==> config.mk <==
export PLATFORM = sky130hd
export DESIGN_NAME = varredor_rom
export DESIGN_NICKNAME = d
export VERILOG_FILES = /design/src/rtl/varredor_rom.sv
export SDC_FILE = /design/constraint.sdc
export NUM_CORES = 1
export LEC_CHECK = 0
export BUFFER_PORTS_ARGS = -buffer_cell sky130_fd_sc_hd__clkbuf_2
export CAP_MARGIN = 30
export CORE_ASPECT_RATIO = 2
export CORE_MARGIN = 3
export CORE_UTILIZATION = 56
export DETAILED_ROUTE_END_ITERATION = 12
export GPL_ROUTABILITY_DRIVEN = 1
export PLACE_DENSITY_LB_ADDON = 0.05
export SYNTH_ARGS = -nofsm -noshare
export SYNTH_HDL_FRONTEND = slang
export SYNTH_SLANG_ARGS = --single-unit
==> constraint.sdc <==
create_clock -name CLK -period 2.4 [get_ports CLK]
set_input_delay 0.48 -clock CLK [delete_from_list [all_inputs] [get_ports CLK]]
set_output_delay 0.48 -clock CLK [all_outputs]
set_load 0.05 [all_outputs]
==> src/rtl/varredor_rom.sv <==
// Sequential ROM scanner: walks addresses from 0 until the terminator, accumulating
// sum, count, maximum and minimum of the consumed bytes.
module varredor_rom #(
    parameter int unsigned ADDR_W = 9,
    parameter int unsigned DATA_W = 8,
    parameter logic [DATA_W-1:0] TERMINADOR = 8'hFF
) (
    input  logic                     CLK,
    input  logic                     RST,
    input  logic                     Inicio,
    input  logic [DATA_W-1:0]        Dados,
    output logic [ADDR_W-1:0]        Endereco,
    output logic                     Ocupado,
    output logic                     Pronto,
    output logic                     Estouro,
    output logic [DATA_W+ADDR_W-1:0] Soma,
    output logic [ADDR_W:0]          Contagem,
    output logic [DATA_W-1:0]        Maximo,
    output logic [DATA_W-1:0]        Minimo
);

    localparam int unsigned SOMA_W = DATA_W + ADDR_W;
    localparam int unsigned CONT_W = ADDR_W + 1;
    localparam logic [ADDR_W-1:0] ULTIMO = '1;

    typedef enum logic [1:0] {
        OCIOSO   = 2'd0,
        ENDERECA = 2'd1,
        LEITURA  = 2'd2,
        FIM      = 2'd3
    } estado_t;

    estado_t estado;

    // Two cycles per word: present the address, then consume the returned byte.
    always_ff @(posedge CLK or posedge RST) begin
        if (RST) begin
            estado   <= OCIOSO;
            Endereco <= '0;
            Ocupado  <= 1'b0;
            Pronto   <= 1'b0;
            Estouro  <= 1'b0;
            Soma     <= '0;
            Contagem <= '0;
            Maximo   <= '0;
            Minimo   <= '0;
        end else begin
            case (estado)
                OCIOSO, FIM: begin
                    if (Inicio) begin
                        estado   <= ENDERECA;
                        Endereco <= '0;
                        Ocupado  <= 1'b1;
                        Pronto   <= 1'b0;
                        Estouro  <= 1'b0;
                        Soma     <= '0;
                        Contagem <= '0;
                        Maximo   <= '0;
                        Minimo   <= '0;
                    end
                end
                ENDERECA: begin
                    estado <= LEITURA;
                end
                LEITURA: begin
                    if (Dados == TERMINADOR) begin
                        estado  <= FIM;
                        Ocupado <= 1'b0;
                        Pronto  <= 1'b1;
                    end else begin
                        Soma     <= Soma + SOMA_W'(Dados);
                        Contagem <= Contagem + CONT_W'(1);
                        if (Dados > Maximo)
                            Maximo <= Dados;
                        if ((Contagem == '0) || (Dados < Minimo))
                            Minimo <= Dados;
                        // Last ROM word consumed without a terminator: stop, address does not wrap.
                        if (Endereco == ULTIMO) begin
                            estado  <= FIM;
                            Ocupado <= 1'b0;
                            Pronto  <= 1'b1;
                            Estouro <= 1'b1;
                        end else begin
                            Endereco <= Endereco + ADDR_W'(1);
                            estado   <= ENDERECA;
                        end
                    end
                end
                default: begin
                    estado  <= OCIOSO;
                    Ocupado <= 1'b0;
                end
            endcase
        end
    end

endmodule
Yosys cells after proc, flatten, opt, wreduce, memory -nomap -nowiden
Cells that the tools add are included.
{"block": "word_totals", "reg_bits": 57, "input_bits": 11, "out_inout_bits": 55, "word_cells": 68}
{"block": "classes", "add_sub_neg": 3, "order_cmp": 2, "eq_ne": 12, "n_mux": 31, "n_reduce_logical": 11}
{"cell": "2-to-1 mux 8 bit", "count": 5}
{"cell": "2-to-1 mux 17 bit", "count": 2}
{"cell": "case mux 17 bit (2 select lines)", "count": 1}
{"cell": "case mux 8 bit (2 select lines)", "count": 2}
{"cell": "2-to-1 mux 9 bit", "count": 3}
{"cell": "2-to-1 mux 10 bit", "count": 2}
{"cell": "case mux 10 bit (2 select lines)", "count": 1}
{"cell": "case mux 9 bit (2 select lines)", "count": 1}
{"cell": "adder 17 x 8 -> 17 bit", "count": 1}
{"cell": "AND reduction 4 bit", "count": 4}
{"cell": "!= test 2 bit, second input constant", "count": 6}
{"cell": "adder 10 x 1 -> 10 bit, second input constant", "count": 1}
{"cell": "zero test 10 bit", "count": 1}
{"cell": "adder 9 x 1 -> 9 bit, second input constant", "count": 1}
{"cell": "equality test 9 bit, second input constant", "count": 1}
{"cell": "equality test 8 bit, second input constant", "count": 1}
{"cell": "greater-than comparator 8 bit", "count": 1}
{"cell": "less-than comparator 8 bit", "count": 1}
{"cell": "2-to-1 mux 1 bit", "count": 7}
{"cell": "2-to-1 mux 2 bit", "count": 3}
{"cell": "case mux 1 bit (2 select lines)", "count": 3}
{"cell": "case mux 2 bit (3 select lines)", "count": 1}
{"cell": "AND reduction 3 bit", "count": 2}
{"cell": "equality test 2 bit, second input constant", "count": 2}
{"cell": "other kinds (6)", "count": 6}

Logic depth before layout (Yosys ltp)
{"block": "logic_depth", "depth_word": 5, "depth_mapped": 10}

Worst setup path before layout
No wires, ideal clock.
{"block": "synth_timing", "path_type": "flip-flop to flip-flop", "from": "register Soma[0]", "to": "register Soma[16]", "setup_time_ps": 78, "t_arrival_ps": 2433, "required_ps": 2322, "path_slack_ps": -111, "path_stages_with_launch": 9, "path_buffers": 0, "cell_sequence": "dfrtp_1 > ha_1 > inv_1 > fa_1 > nor2b_1 > o211ai_1 > a21o_1 > or4_1 > a21oi_1"}
{"block": "synth_between", "elab_chain_len": 3}
{"item": "start, declared", "line": "16", "text": "output logic [DATA_W+ADDR_W-1:0] Soma,"}
{"item": "start signal, assigned", "line": "71", "text": "Soma <= Soma + SOMA_W'(Dados);"}
{"item": "adder 17 x 8 -> 17 bit", "line": "71"}
{"item": "2-to-1 mux 17 bit", "line": "66", "text": "if (Dados == TERMINADOR) begin"}
{"item": "case mux 17 bit (2 select lines)", "line": "48", "text": "case (estado)"}
No other way between the ends. The select of a mux whose other input is x is not followed.
A chain may end at the register's enable or synchronous reset.

Worst setup path in the final report
Ends and elaborated chain as after synthesis.

==> summary.txt <==
Critical path
  – Crit path max fanout: 4
  – CP Launch Type: flop
  – Critical path class: flop to flop
  – Critical Path AT: between 2000 and 3000 ps
  – Req. time, crit path: approximately 2700 ps
  – CP Capture Type: flop

Layout
  – # nets final: 502
  – Antenna cell count: 0
  – Design area: approximately 4300 sq um
  – Synth-to-layout area growth: 23.6%
  – Commonest cells after routing, fill and taps aside: clkbuf_2, dfrtp_1, nand2_1
  – Fin cells: approximately 530
  – Commonest non-fill, non-tap cell in the layout: clkbuf_2
  – Final core occ: 71.4%
  – Layout cells sized above 1: 24.5%

Detailed routing
  – WL per Instance: about 16 um
  – First-pass DRT Iterations: 4
  – Vias/cell: 5.83
  – Met2 wire length: 4720 um
  – 1st-iter DRT viols: roughly 210
  – DRC violations left: 0
  – Via Count: 3076
  – Uppermost routed layer: met4
  – Met1 Routed Length: 3410 um
  – Met3 WL: about 320 um
  – Final antenna-violating net count: 0
  – Final wirelength: 8590 um

Clock tree
  – Maximum buffer depth of the clock tree: 2
  – Worst skew pair latency: 330 ps
  – CTS buffer count: 9
  – CTS Root Buffer Type: clkbuf_16
  – Clk sinks: between 50 and 60
  – Post_cts resized: 0
  – CTS H-tree depth: 3
  – Post-CTS Hold Buffers: 0
  – CTS tree: built
  – Clock Pin Slew Worst Setup and Hold Paths: roughly 50 ps
  – Post-CTS repair timing setup buffer count: 0

Timing
  – Fin. Hold Viols: 0
  – WHS: 194 ps
  – Tcrit/Tclk final: 93.9%
  – Maximum clock frequency: ~0.44 GHz
  – Clk_skew: 5.07 ps
  – Worst Max-Slew Pin Slew: 578 ps
  – Slew Viols, Final: 0
  – Max-slew headroom: roughly three fifths
  – RSZ-0062 raised after global routing: false
  – Setup TNS: 0 ps
  – # setup viols final: 0
  – Fin crit period: between 2000 and 2500 ps

Global route
  – GRT Resource Usage Total: 26.4%
  – First-pass GRT wire length: 14500 um
  – Largest net degree at the start of global routing: 28
  – Vias in the first global route: 3138
  – Initial antenna violation count: 0
  – Total grt overflow: 0

Outcome
  – Status: finished, final reports clean

Placement
  – Final Wtd Congestion: 0.863
  – Placed cells: 513
  – Dpl hpwl: around 6600 um
  – Port Buffers: 65
  – Area post-placement: 4010 sq um

Synth
  – Number of synthesized flops with an enable pin: 0
  – Flops & latches, synth: 57
  – Register area share after synthesis: about two fifths
  – Mean Syn Cell Area: 9.33 sq um
  – Post-synth top area share: 41.1%
  – Post-Syn Area: 3470 sq um
  – Yosys warnings: 0
  – Largest cells by area after synthesis: dfrtp_1, ha_1, nand2_1
  – Dominant synthesized flop cell: dfrtp_1
  – Synthesized Nets: 413
  – Async SR Flop Fraction: between 90% and 100%
  – Synth cell types: 50
  – Cell accounting for the most synthesized area: dfrtp_1
  – Synth Instances: 372

Floorplan
  – Site row count: 40
  – Die area: 7230 sq um
  – # IOs: 66
  – Die Ht: around 120 um
  – Core area: roughly 6000 sq um
  – Starting Density: just under 60%
  – Die width: approximately 62 um

Min path
  – Worst min path class: input pin to asynchronous set/reset pin

Run
  – MaxCap Viol Count: 0

Power and ir drop
  – PwrDens: 1240 nW/um^2
  – Peak supply drop: a little over 0.9 mV
  – Pleak: around 0.0021 uW
power by group:
group | switching [uW] | leakage (uW) | internal (uW)
combinational | 1920 | 0.00124 | 920
sequential | 182 | 0.000777 | 1180
clock | 406 | 0.000124 | 719
total | 2510 | 0.00214 | 2820
path summary, 6_finish.rpt:
check | cells after the start | to | slack (ps) | startpoint
max | 8 | Soma[16]$_DFFE_PP0P_ | 150 | Soma[0]$_DFFE_PP0P_
max reg2reg | 8 | Soma[16]$_DFFE_PP0P_ | 150 | Soma[0]$_DFFE_PP0P_
max in group asynchronous | 3 | Contagem[4]$_DFFE_PP0P_ | 1520 | RST
min | 2 | Maximo[6]$_DFFE_PP0P_ | 190 | RST
min reg2reg | 2 | Estouro$_DFFE_PP0P_ | 500 | Estouro$_DFFE_PP0P_
min in group CLK | 2 | Minimo[1]$_DFFE_PP0P_ | 470 | Dados[1]
area by class of cell:
cell class | instances | area [sq um]
Multi-Input combinational cell | 275 | 1900
Fill cell | 475 | 1720
Sequential cell | 57 | 1430
Timing Repair Buffer | 89 | 518
Clock buffer | 15 | 258
Inverter | 29 | 109
Tap cell | 63 | 78.8
routing by layer:
metal / vias up / global-route usage [%]
met3: 9 / 7.05
li1: 1513 / -
met4: 0 / 9.43
met5: - / 0
met1: 1490 / 29.6
met2: 64 / 45.3
worst max-delay path, stage by stage (launching register included):
cell and delay, ps:
dfrtp_2 380, ha_1 170, inv_1 60, fa_1 370
nor2b_1 160, o211ai_1 150, a21o_1 220, or4_1 500
a21oi_1 170
cells in the mapped netlist, types with 5 or more instances:
cell and n:
dfrtp_1 57, nand2_1 46, ha_1 29, inv_1 28
a21oi_1 24, nor2_1 22, o21ai_0 19, mux2i_1 11
nand4_1 11, nand3_1 10, a22o_1 9, xnor2_1 9
nor3_1 7, o31ai_1 7, xor2_1 6, a21o_1 5
clkbuf_1 5, nand2b_1 5, or4_1 5
cell families after synthesis:
kind of cell             Yosys count  synth area share (%)
AND/OR/NAND/NOR                  128                  18.1
AO/OA/AOI/OAI                     89                  17.2
buffers and inverters             40                  4.87
XOR/XNOR                          15                  3.79
adder cells (fa/ha/maj)           30                  11.0
flip-flops                        57                  41.1
multiplexers                      13                  3.89
flip-flops by register name, indices dropped and copies added, names as in the netlist:
register  cells
Contagem     10
Endereco      9
Estouro       1
Maximo        8
Minimo        8
Ocupado       1
Pronto        1
Soma         17
estado        2
metrics by stage:
step / power, uW / setup slack [ps]
6_report: 5330 / 147
3_3_place_gp: 4130 / 8.38
5_1_grt: 5690 / 22.1
3_5_place_dp: 4190 / -51.5
2_1_floorplan: 3390 / 6.49
4_1_cts: 5350 / 0.152
Power figures use the tool's default switching activity.
